### src/rtl/serial_fs_nb.sv
// Bit-serial N-bit subtractor: diff = a - b - bin, one full-subtractor cell
// reused over N cycles, LSB first, with a start/ready/done handshake.
module serial_fs_nb #(
  parameter int N = 5
) (
  input  logic         clk,
  input  logic         rst_n,
  input  logic         start,
  input  logic [N-1:0] a,
  input  logic [N-1:0] b,
  input  logic         bin,
  output logic         ready,
  output logic         done,
  output logic [N-1:0] diff,
  output logic         borrow
);

  localparam int CW = $clog2(N + 1);

  typedef enum logic {IDLE = 1'b0, SHIFT = 1'b1} state_t;

  state_t        state_q;
  logic [CW-1:0] cnt_q;
  logic [N-1:0]  a_q;
  logic [N-1:0]  b_q;
  logic [N-1:0]  res_q;
  logic [N-1:0]  res_d;
  logic [N-1:0]  diff_q;
  logic          br_q;
  logic          br_d;
  logic          d_bit;
  logic          done_q;
  logic          borrow_q;

  assign d_bit = a_q[0] ^ b_q[0] ^ br_q;
  assign br_d  = (~a_q[0] & b_q[0]) | (~a_q[0] & br_q) | (b_q[0] & br_q);

  // New difference bit enters from the MSB side so bit 0 lands in place after N shifts.
  generate
    if (N == 1) begin : g_one
      assign res_d = d_bit;
    end else begin : g_multi
      assign res_d = {d_bit, res_q[N-1:1]};
    end
  endgenerate

  always_ff @(posedge clk or negedge rst_n) begin
    if (!rst_n) begin
      state_q  <= IDLE;
      cnt_q    <= '0;
      a_q      <= '0;
      b_q      <= '0;
      res_q    <= '0;
      br_q     <= 1'b0;
      diff_q   <= '0;
      borrow_q <= 1'b0;
      done_q   <= 1'b0;
    end else begin
      done_q <= 1'b0;
      case (state_q)
        IDLE: begin
          if (start) begin
            a_q     <= a;
            b_q     <= b;
            br_q    <= bin;
            res_q   <= '0;
            cnt_q   <= '0;
            state_q <= SHIFT;
          end
        end
        SHIFT: begin
          a_q   <= a_q >> 1;
          b_q   <= b_q >> 1;
          br_q  <= br_d;
          res_q <= res_d;
          cnt_q <= cnt_q + 1'b1;
          if (cnt_q == CW'(N - 1)) begin
            diff_q   <= res_d;
            borrow_q <= br_d;
            done_q   <= 1'b1;
            state_q  <= IDLE;
          end
        end
        default: state_q <= IDLE;
      endcase
    end
  end

  assign ready  = (state_q == IDLE);
  assign done   = done_q;
  assign diff   = diff_q;
  assign borrow = borrow_q;

endmodule
### config.mk
export PLATFORM = sky130hd
export DESIGN_NAME = serial_fs_nb
export DESIGN_NICKNAME = d
export VERILOG_FILES = /design/src/rtl/serial_fs_nb.sv
export SDC_FILE = /design/constraint.sdc
export NUM_CORES = 1
export LEC_CHECK = 0
export CELL_PAD_IN_SITES_DETAIL_PLACEMENT = 1
export CELL_PAD_IN_SITES_GLOBAL_PLACEMENT = 1
export CORE_UTILIZATION = 42
export CTS_BUF_LIST = sky130_fd_sc_hd__clkbuf_16
export DETAILED_ROUTE_END_ITERATION = 8
export PLACE_DENSITY_LB_ADDON = 0.1
export SYNTH_ARGS = -nofsm -noshare
export SYNTH_HDL_FRONTEND = slang
export SYNTH_SLANG_ARGS = --single-unit
### constraint.sdc
create_clock -name clk -period 2.5 [get_ports clk]
set_input_delay 0.375 -clock clk [delete_from_list [all_inputs] [get_ports clk]]
set_output_delay 0.375 -clock clk [all_outputs]
set_load 0.02 [all_outputs]
==> flow_metrics.env, run 1 <==
export IMPL_grtUsageMet2_pct=31.9
export IMPL_num_vias=733
export IMPL_htreeDepth=1
export IMPL_drt_vias_per_instance=5.09
export IMPL_dieHeight_um=53.8
export IMPL_overflow=0
export IMPL_syn_num_nets=109
export IMPL_finalSetupViolCount=0
export IMPL_drcViolationCount=0
export IMPL_path_class="flop to output pin"
export IMPL_r2r_cells=3
export IMPL_ys_ff_latch=26
export IMPL_cts_tree="yes"
export IMPL_synth_top_cell_by_area="dfrtp_1"
export IMPL_cp_data_arrival_time_ns=1.36
export IMPL_synth_yosys_seq_area_share_pct=57.7
export IMPL_hold_class="input port to asynchronous set/reset pin"
export IMPL_startpoint_type="flop"
export IMPL_n_antenna_cell=0
export IMPL_synth_top_area_share_pct=57.7
export IMPL_fmax_mhz=577
export IMPL_core_area_um2=2500
export IMPL_drtPass1Iterations=2
export IMPL_worstPathMaxFanout=3
export IMPL_grt_total_usage_pct=19.3
export IMPL_fin_crit_sh_pct=69.4
export IMPL_hold_viol_final=0
export IMPL_die_w_um=53.8
export IMPL_cp_slowest_cell="clkdlybuf4s50_1"
export IMPL_cts_resized_gates=0
export IMPL_ir_worst_vdd_mv=0.696
export IMPL_ant_nets=0
export IMPL_timing_hold_ws_ns=0.487
export IMPL_rr_endpoint="diff[1]"
export IMPL_maxCapViolCount=0
export IMPL_cts_buffer_depth=2
export IMPL_syn_area_per_cell_um2=12.3
export IMPL_relSlewSlack_pct=46.3
export IMPL_ctsHoldBuffers=0
export IMPL_rr_startpoint="state_q"
export IMPL_dp_hpwl_um=1450
export IMPL_ys_types=20
export IMPL_clk_pin_slew_ns=0.07
export IMPL_io_pin_count=22
export IMPL_top_usage_layer="met2"
export IMPL_place_congestion=0.640
export IMPL_cts_sinks=26
export IMPL_min_period_ns=1.73
export IMPL_status="complete, no violations"
export IMPL_grt_pass1_vias=777
export IMPL_start_util_pct=45.1
export IMPL_crit_start="state_q"
export IMPL_critical_path_max_stage_delay_ns=0.61
export IMPL_wl_um=2280
export IMPL_cts_made_buffers=3
export IMPL_area_delta_synth_final_pct=29.0
export IMPL_wl_per_cell_um=15.8
export IMPL_fin_nets=132
export IMPL_p_leak_nw=0.689
export IMPL_gr_usage_met1_pct=23.8
export IMPL_synthTopCellsByArea="dfrtp_1 (58%), mux2i_1 (11%), mux2_2 (5.0%)"
export IMPL_root_buffer="clkbuf_16"
export IMPL_skew_ns=0.00569
export IMPL_r2r_setup_slack_ns=1.13
export IMPL_setup_tns_ns=0
export IMPL_antenna_found_initial=0
export IMPL_crit_chain="inv_1, clkdlybuf4s50_1"
export IMPL_drive_gt1_share_pct=11.4
export IMPL_worst_slew_pin_slew_ns=0.803
export IMPL_required_ns=2.12
export IMPL_synthCells=92
export IMPL_met3_usage_pct=3.39
export IMPL_synth_warnings=0
export IMPL_portBuffers=21
export IMPL_grt_first_pass_wirelength_um=3740
export IMPL_dpl_instance_area_um2=1350
export IMPL_clk_latency_ns=0.26
export IMPL_setup_worst_path_end="ready"
export IMPL_grt_max_degree=31
export IMPL_die_area_um2=2900
export IMPL_row_count=18
export IMPL_syn_cell_area_um2=1130
export IMPL_rsz0062_at_grt="false"
export IMPL_end_kind="output pin"
export IMPL_slew_violations=0
export IMPL_drt_iter0_markers=2
export IMPL_cts_setup_buffers=0
export IMPL_power_density_nw_per_um2=1250
export IMPL_stdcell_area_um2=1450
[power by group]
part	internal [W]	switching, W
Clock	0.000319	0.000148
Combinational	0.000320	0.000323
Sequential	0.000595	0.000107
[kinds of logic after synthesis]
family | count (synthesis) | share of synthesized area [%]
compound gates | 16 | 8.55
xor+xnor | 1 | 0.777
fa+ha+maj | 3 | 4.00
buf+inv | 11 | 5.66
flops | 26 | 57.7
mux | 17 | 15.6
simple gates | 18 | 7.66
[cell usage in the layout (no fill, tap or decap), drive strengths merged]
cell,n
a22o,4
buf,2
bufinv,1
clkbuf,3
clkdlybuf4s50,21
dfrtp,26
fa,1
ha,2
inv,6
mux2,5
mux2i,12
nand2,10
nand2b,2
nand3,1
nor2,4
o21ai,11
o22ai,1
or3b,1
xor2,1
[Yosys cell counts]
library cell / instances
nand3_2: 1
o21ai_0: 10
buf_4: 3
nand2b_1: 2
or3b_1: 1
inv_1: 6
o22ai_1: 1
xor2_1: 1
mux2_2: 5
mux2i_1: 12
nand2_1: 10
dfrtp_1: 26
buf_8: 1
nor2_1: 3
ha_1: 2
clkbuf_1: 1
a22o_1: 4
o21ai_1: 1
nor2_2: 1
fa_1: 1
[metal layers]
metal | share of wire [%] | wire length, um
met5 | 0 | 0
met2 | 49 | 1120
met1 | 47 | 1060
met3 | 2.8 | 63
met4 | 1.5 | 35
[metrics by stage]
stage          util, %  power (W)  cells  setup WS (ns)
4_1_cts           58.2    0.00183    144          0.748
2_1_floorplan        -    0.00112     92           1.32
3_5_place_dp      54.0    0.00135    140          0.569
6_report          58.2    0.00181    144          0.766
3_3_place_gp      54.0    0.00132    140          0.627
5_1_grt           58.2    0.00193    144          0.699
[worst min path at each step]
stage | cells past startpoint | from | end
final | 2 | rst_n | diff[0]
after global routing | 2 | rst_n | a_q[2]
after CTS | 2 | b_q[3] | b_q[2]
after detailed placement | 2 | b_q[3] | b_q[2]
after global placement | 2 | a_q[4] | a_q[3]
after floorplan | 0 | rst_n | a_q[0]
[layout make-up]
class	count	area, um^2
fill	263	1050
sequential	26	651
multi-input combinational	55	413
timing repair buffer	23	225
clock buffer	3	75.1
tap	30	37.5
clock inverter	1	30.0
inverter	6	22.5
[worst max-delay path: cells and delay by family, from the launching register on]
kind / cells / cell delay, ns
buf+inv: 2 / 0.72
flops: 1 / 0.38
[registers in the layout, indices dropped and copies added, names as in the netlist]
signal and flops:
diff 5, a_q 5, br_q 1, done 1
res_q 4, cnt_q 3, borrow 1, state_q 1
b_q 5
Note: power is estimated with default switching activity, not from simulation.
==> run 2: changes to the inputs <==
--- a/config.mk
+++ b/config.mk
@@ -7,7 +7,7 @@
 export LEC_CHECK = 0
 export CELL_PAD_IN_SITES_DETAIL_PLACEMENT = 1
 export CELL_PAD_IN_SITES_GLOBAL_PLACEMENT = 1
-export CORE_UTILIZATION = 42
+export CORE_UTILIZATION = 39
 export CTS_BUF_LIST = sky130_fd_sc_hd__clkbuf_16
 export DETAILED_ROUTE_END_ITERATION = 8
 export PLACE_DENSITY_LB_ADDON = 0.1
==> constraint.sdc (replaced) <==
create_clock -name clk -period 1.6 [get_ports clk]
set_input_delay 0.24 -clock clk [delete_from_list [all_inputs] [get_ports clk]]
set_output_delay 0.24 -clock clk [all_outputs]
set_load 0.02 [all_outputs]
==> run 2 against run 1 <==
Net effect:
- global-route usage is 4.0 points lower
- routed wire length is 8.5% lower
- utilization is 5.7 points lower
- die area is 7.4% higher
- final cell count is 2.1% higher
- design area is 0.52% lower
- first-iteration DRC count is 50% higher
- clock skew is 0.00089 ns lower
- clock power is 19% higher
- worst setup slack worse by 0.62 ns
- non-clock buffer count is 2 higher
- power is 46% higher
- largest cell class unchanged
==> flow_metrics.env, run 2 (same netlist as run 1, synthesis figures left out) <==
export IMPL_pre_cts_slack_ns=0.216
export IMPL_cp_data_arrival_time_ns=1.21
export IMPL_cts_tree="yes"
export IMPL_worstPathMaxFanout=2
export IMPL_skew_ns=0.00480
export IMPL_die_area_um2=3110
export IMPL_ant_nets=0
export IMPL_worst_slack_ns=0.147
export IMPL_cts_made_buffers=3
export IMPL_wl_um=2080
export IMPL_cts_buffer_depth=2
export IMPL_grt_max_degree=31
export IMPL_power_density_nw_per_um2=1830
export IMPL_p_leak_nw=0.702
export IMPL_clk_pin_slew_ns=0.06
export IMPL_fin_nets=134
export IMPL_overflow=0
export IMPL_status="complete, no violations"
export IMPL_drcViolationCount=0
export IMPL_cts_sinks=26
export IMPL_cp_slowest_cell="clkdlybuf4s50_1"
export IMPL_place_congestion=0.685
export IMPL_relSlewSlack_pct=77.5
export IMPL_final_cell_mix="dfrtp_1 (26), clkdlybuf4s50_1 (20), mux2i_1 (12), nand2_1 (10), o21ai_0 (10)"
export IMPL_core_area_um2=2760
export IMPL_root_buffer="clkbuf_16"
export IMPL_required_ns=1.36
export IMPL_finalSetupViolCount=0
export IMPL_min_period_ns=1.45
export IMPL_htreeDepth=1
export IMPL_cp_top_family="buffers and inverters"
export IMPL_n_antenna_cell=0
export IMPL_hold_class="input port to asynchronous set/reset pin"
export IMPL_worst_slew_pin_slew_ns=0.337
export IMPL_fmax_mhz=688
export IMPL_ctsHoldBuffers=0
export IMPL_area_delta_synth_final_pct=28.3
export IMPL_path_class="flop to output pin"
export IMPL_dpl_instance_area_um2=1370
export IMPL_stdcell_area_um2=1450
export IMPL_antenna_found_initial=0
export IMPL_crit_chain="clkdlybuf4s50_1"
export IMPL_setup_tns_ns=0
export IMPL_drt_iter0_markers=3
export IMPL_grt_pass1_vias=803
export IMPL_drive_gt1_share_pct=12.1
export IMPL_grt_first_pass_wirelength_um=3660
export IMPL_startpoint_type="flop"
export IMPL_fin_crit_sh_pct=90.8
export IMPL_critical_path_max_stage_delay_ns=0.60
export IMPL_drt_vias_per_instance=5.06
export IMPL_grt_total_usage_pct=15.4
export IMPL_drtPass1Iterations=3
export IMPL_fin_util_pct=52.5
export IMPL_layout_commonest_cell="dfrtp_1"
export IMPL_die_w_um=55.8
export IMPL_maxCapViolCount=0
export IMPL_dp_hpwl_um=1420
export IMPL_rsz0062_at_grt="false"
export IMPL_hold_viol_final=0
export IMPL_io_pin_count=22
export IMPL_row_count=19
export IMPL_ir_worst_vdd_mv=1.16
export IMPL_slew_violations=0
export IMPL_cts_setup_buffers=0
export IMPL_clk_latency_ns=0.26
export IMPL_portBuffers=21
export IMPL_num_vias=744
export IMPL_path_buf_inv=1
export IMPL_dieHeight_um=55.8
export IMPL_wl_per_cell_um=14.2
export IMPL_start_util_pct=40.9
export IMPL_end_kind="output pin"
## run 2: cell types whose count changed in the layout (fill, tap and decap cells not counted)
cell / delta
buf_4: +2
bufinv_16: -1
clkdlybuf4s50_1: -1
clkinv_1: +1
dlymetal6s2s_1: +1
## run 2: timing repair
item | in CTS | in global routing
hold endpoints to repair | 0 | 0
setup endpoints to repair | 0 | 1
gates resized for setup | 0 | 1
## run 2: per-stage QoR
stage,hold WS [ns],power [W],instances
after floorplan,-0.0556,0.00175,92
after global placement,0.470,0.00207,143
after detailed placement,0.481,0.00211,143
after CTS,0.368,0.00268,147
after global routing,0.386,0.00282,147
final,0.356,0.00264,147
## run 2: final cells by class
type / count / area (um^2)
Fill cell: 293 / 1310
Sequential cell: 26 / 651
Multi-Input combinational cell: 55 / 413
Timing Repair Buffer: 25 / 243
Clock buffer: 3 / 75.1
Tap cell: 31 / 38.8
Inverter: 6 / 22.5
Clock inverter: 1 / 3.75
## run 2: worst paths after layout
| path | cells after the start | slack, ns | start | end |
|---|---|---|---|---|
| setup / recovery | 1 | 0.15 | diff[2] | diff[2] |
| hold / removal | 2 | 0.36 | rst_n | res_q[1] |
| setup reg to reg | 4 | 0.29 | cnt_q[0] | borrow |
| hold reg to reg | 2 | 0.49 | b_q[1] | b_q[0] |
| max in group asynchronous | 2 | 0.99 | rst_n | cnt_q[1] |
| min in group clk | 2 | 0.49 | b_q[1] | b_q[0] |
## run 2: layer usage
| layer | global-route usage (%) | part of all wire [%] | wire (um) | up-vias |
|---|---|---|---|---|
| met3 | 4.42 | 3.8 | 79 | 4 |
| met2 | 24.1 | 49 | 1010 | 14 |
| met1 | 20.4 | 46 | 965 | 369 |
| li1 | - | - | - | 357 |
| met5 | 0 | 0 | 0 | - |
| met4 | 5.36 | 1.2 | 26 | 0 |
## run 2: worst register-to-register path, cell delays in order, from the launching register on
cell and delay, ns:
dfrtp_1 0.40, inv_1 0.06, ha_1 0.20, nand3_2 0.17, mux2_2 0.36
## run 2: report_power, final
part | internal (W) | switching, W
registers | 0.000930 | 0.000163
logic | 0.000498 | 0.000493
clock network | 0.000335 | 0.000221
==> run 3: changes to the inputs <==
--- a/config.mk
+++ b/config.mk
@@ -5,9 +5,10 @@
 export SDC_FILE = /design/constraint.sdc
 export NUM_CORES = 1
 export LEC_CHECK = 0
-export CELL_PAD_IN_SITES_DETAIL_PLACEMENT = 1
-export CELL_PAD_IN_SITES_GLOBAL_PLACEMENT = 1
-export CORE_UTILIZATION = 39
+export CAP_MARGIN = 10
+export CELL_PAD_IN_SITES_DETAIL_PLACEMENT = 0
+export CELL_PAD_IN_SITES_GLOBAL_PLACEMENT = 2
+export CORE_UTILIZATION = 33
 export CTS_BUF_LIST = sky130_fd_sc_hd__clkbuf_16
 export DETAILED_ROUTE_END_ITERATION = 8
 export PLACE_DENSITY_LB_ADDON = 0.1
==> run 3 against run 2 <==
Net effect:
- count of clock-buffer cells in the layout unchanged
- sequential power about the same
- highest routed layer unchanged
- clock power up 29%
==> flow_metrics.env, run 3 (same netlist as run 1, synthesis figures left out) <==
export IMPL_ctsHoldBuffers=0
export IMPL_cts_made_buffers=3
export IMPL_drcViolationCount=0
export IMPL_area_delta_synth_final_pct=32.1
export IMPL_grt_first_pass_wirelength_um=3060
export IMPL_start_util_pct=35.8
export IMPL_grt_pass1_vias=681
export IMPL_setup_tns_ns=0
export IMPL_drt_vias_per_instance=4.58
export IMPL_rsz0062_at_grt="false"
export IMPL_die_area_um2=3650
export IMPL_fmax_mhz=696
export IMPL_worstPathMaxFanout=2
export IMPL_finalSetupViolCount=0
export IMPL_crit_chain="clkdlybuf4s50_1"
export IMPL_power_density_nw_per_um2=1860
export IMPL_wl_per_cell_um=12.0
export IMPL_end_kind="output pin"
export IMPL_relSlewSlack_pct=77.9
export IMPL_required_ns=1.36
export IMPL_register_area_um2=651
export IMPL_grtUsageMet2_pct=19.3
export IMPL_startpoint_type="flop"
export IMPL_worst_slew_pin_slew_ns=0.332
export IMPL_drtPass1Iterations=2
export IMPL_num_vias=733
export IMPL_top_usage_layer="met2"
export IMPL_cp_top_family="buffers and inverters"
export IMPL_maxCapViolCount=0
export IMPL_dpl_instance_area_um2=1380
export IMPL_core_area_um2=3150
export IMPL_n_antenna_cell=0
export IMPL_cp_slowest_cell="clkdlybuf4s50_1"
export IMPL_ir_worst_vdd_mv=0.793
export IMPL_row_count=20
export IMPL_met3_usage_pct=4.69
export IMPL_final_cell_count_no_fill=160
export IMPL_clk_latency_ns=0.26
export IMPL_min_period_ns=1.44
export IMPL_multiInputGateArea_um2=413
export IMPL_die_w_um=60.4
export IMPL_place_congestion=0.640
export IMPL_cts_sinks=26
export IMPL_antenna_found_initial=0
export IMPL_path_class="flop to output pin"
export IMPL_gr_usage_met1_pct=14.0
export IMPL_final_cell_mix="dfrtp_1 (26), clkdlybuf4s50_1 (20), mux2i_1 (12), nand2_1 (10), o21ai_0 (10)"
export IMPL_htreeDepth=1
export IMPL_drt_iter0_markers=30
export IMPL_layout_commonest_cell="dfrtp_1"
export IMPL_ant_nets=0
export IMPL_dp_hpwl_um=1340
export IMPL_root_buffer="clkbuf_16"
export IMPL_slew_violations=0
export IMPL_p_leak_nw=0.714
export IMPL_skew_ns=0.00434
export IMPL_grt_max_degree=31
export IMPL_hold_class="input port to asynchronous set/reset pin"
export IMPL_cp_data_arrival_time_ns=1.20
export IMPL_io_pin_count=22
export IMPL_fin_crit_sh_pct=89.8
export IMPL_rr_startpoint="state_q"
export IMPL_path_buf_inv=1
export IMPL_overflow=0
export IMPL_fin_nets=134
export IMPL_wl_um=1920
export IMPL_status="complete, no violations"
export IMPL_drive_gt1_share_pct=12.9
export IMPL_cts_tree="yes"
export IMPL_stdcell_area_um2=1490
export IMPL_cts_buffer_depth=2
export IMPL_portBuffers=21
export IMPL_dieHeight_um=60.4
export IMPL_dp_cells=156
export IMPL_fill_cells=316
export IMPL_critical_path_max_stage_delay_ns=0.60
export IMPL_timing_hold_ws_ns=0.349
export IMPL_grt_total_usage_pct=11.8
export IMPL_clk_pin_slew_ns=0.06
export IMPL_crit_start="diff[0]"
export IMPL_power_w=0.00277
export IMPL_hold_viol_final=0
## run 3: area by class of cell
class                           instances  area share, %
Sequential cell                        26           43.7
Timing Repair Buffer                   25           16.3
Inverter                                6           1.51
Clock inverter                          1           2.02
Multi-Input combinational cell         55           27.7
Tap cell                               44           3.70
Clock buffer                            3           5.04
## run 3: worst paths after layout
| path | end | slack, ns | depth (start not counted) |
|---|---|---|---|
| max | diff[0] | 0.16 | 1 |
| max reg2reg | borrow | 0.30 | 3 |
| max in group asynchronous | a_q[1] | 1.00 | 2 |
| min in group clk | b_q[1] | 0.48 | 2 |
| min | done | 0.35 | 2 |
| min reg2reg | b_q[1] | 0.48 | 2 |
## run 3: power by group
part	total, W	switching (W)	internal [W]
clock network	0.000715	0.000218	0.000497
logic	0.000968	0.000470	0.000498
registers	0.00109	0.000158	0.000930
total	0.00277	0.000846	0.00193
## run 3: per-stage QoR
step | util, % | worst slack (ns)
after floorplan | - | 0.417
after global placement | 43.8 | 0.264
after detailed placement | 43.8 | 0.224
after CTS | 47.1 | 0.0175
after global routing | 47.2 | 0.110
final | 47.2 | 0.162
## run 3: timing repair
item                       in CTS  in global routing
setup endpoints to repair       0                  1
gates resized for setup         0                  1
buffers inserted                0                  0
## run 3: layer usage
metal / up-vias / part of all wire [%]
li1: 353 / -
met1: 359 / 46
met2: 19 / 48
met3: 2 / 5.0
met4: 0 / 1.2
met5: - / 0
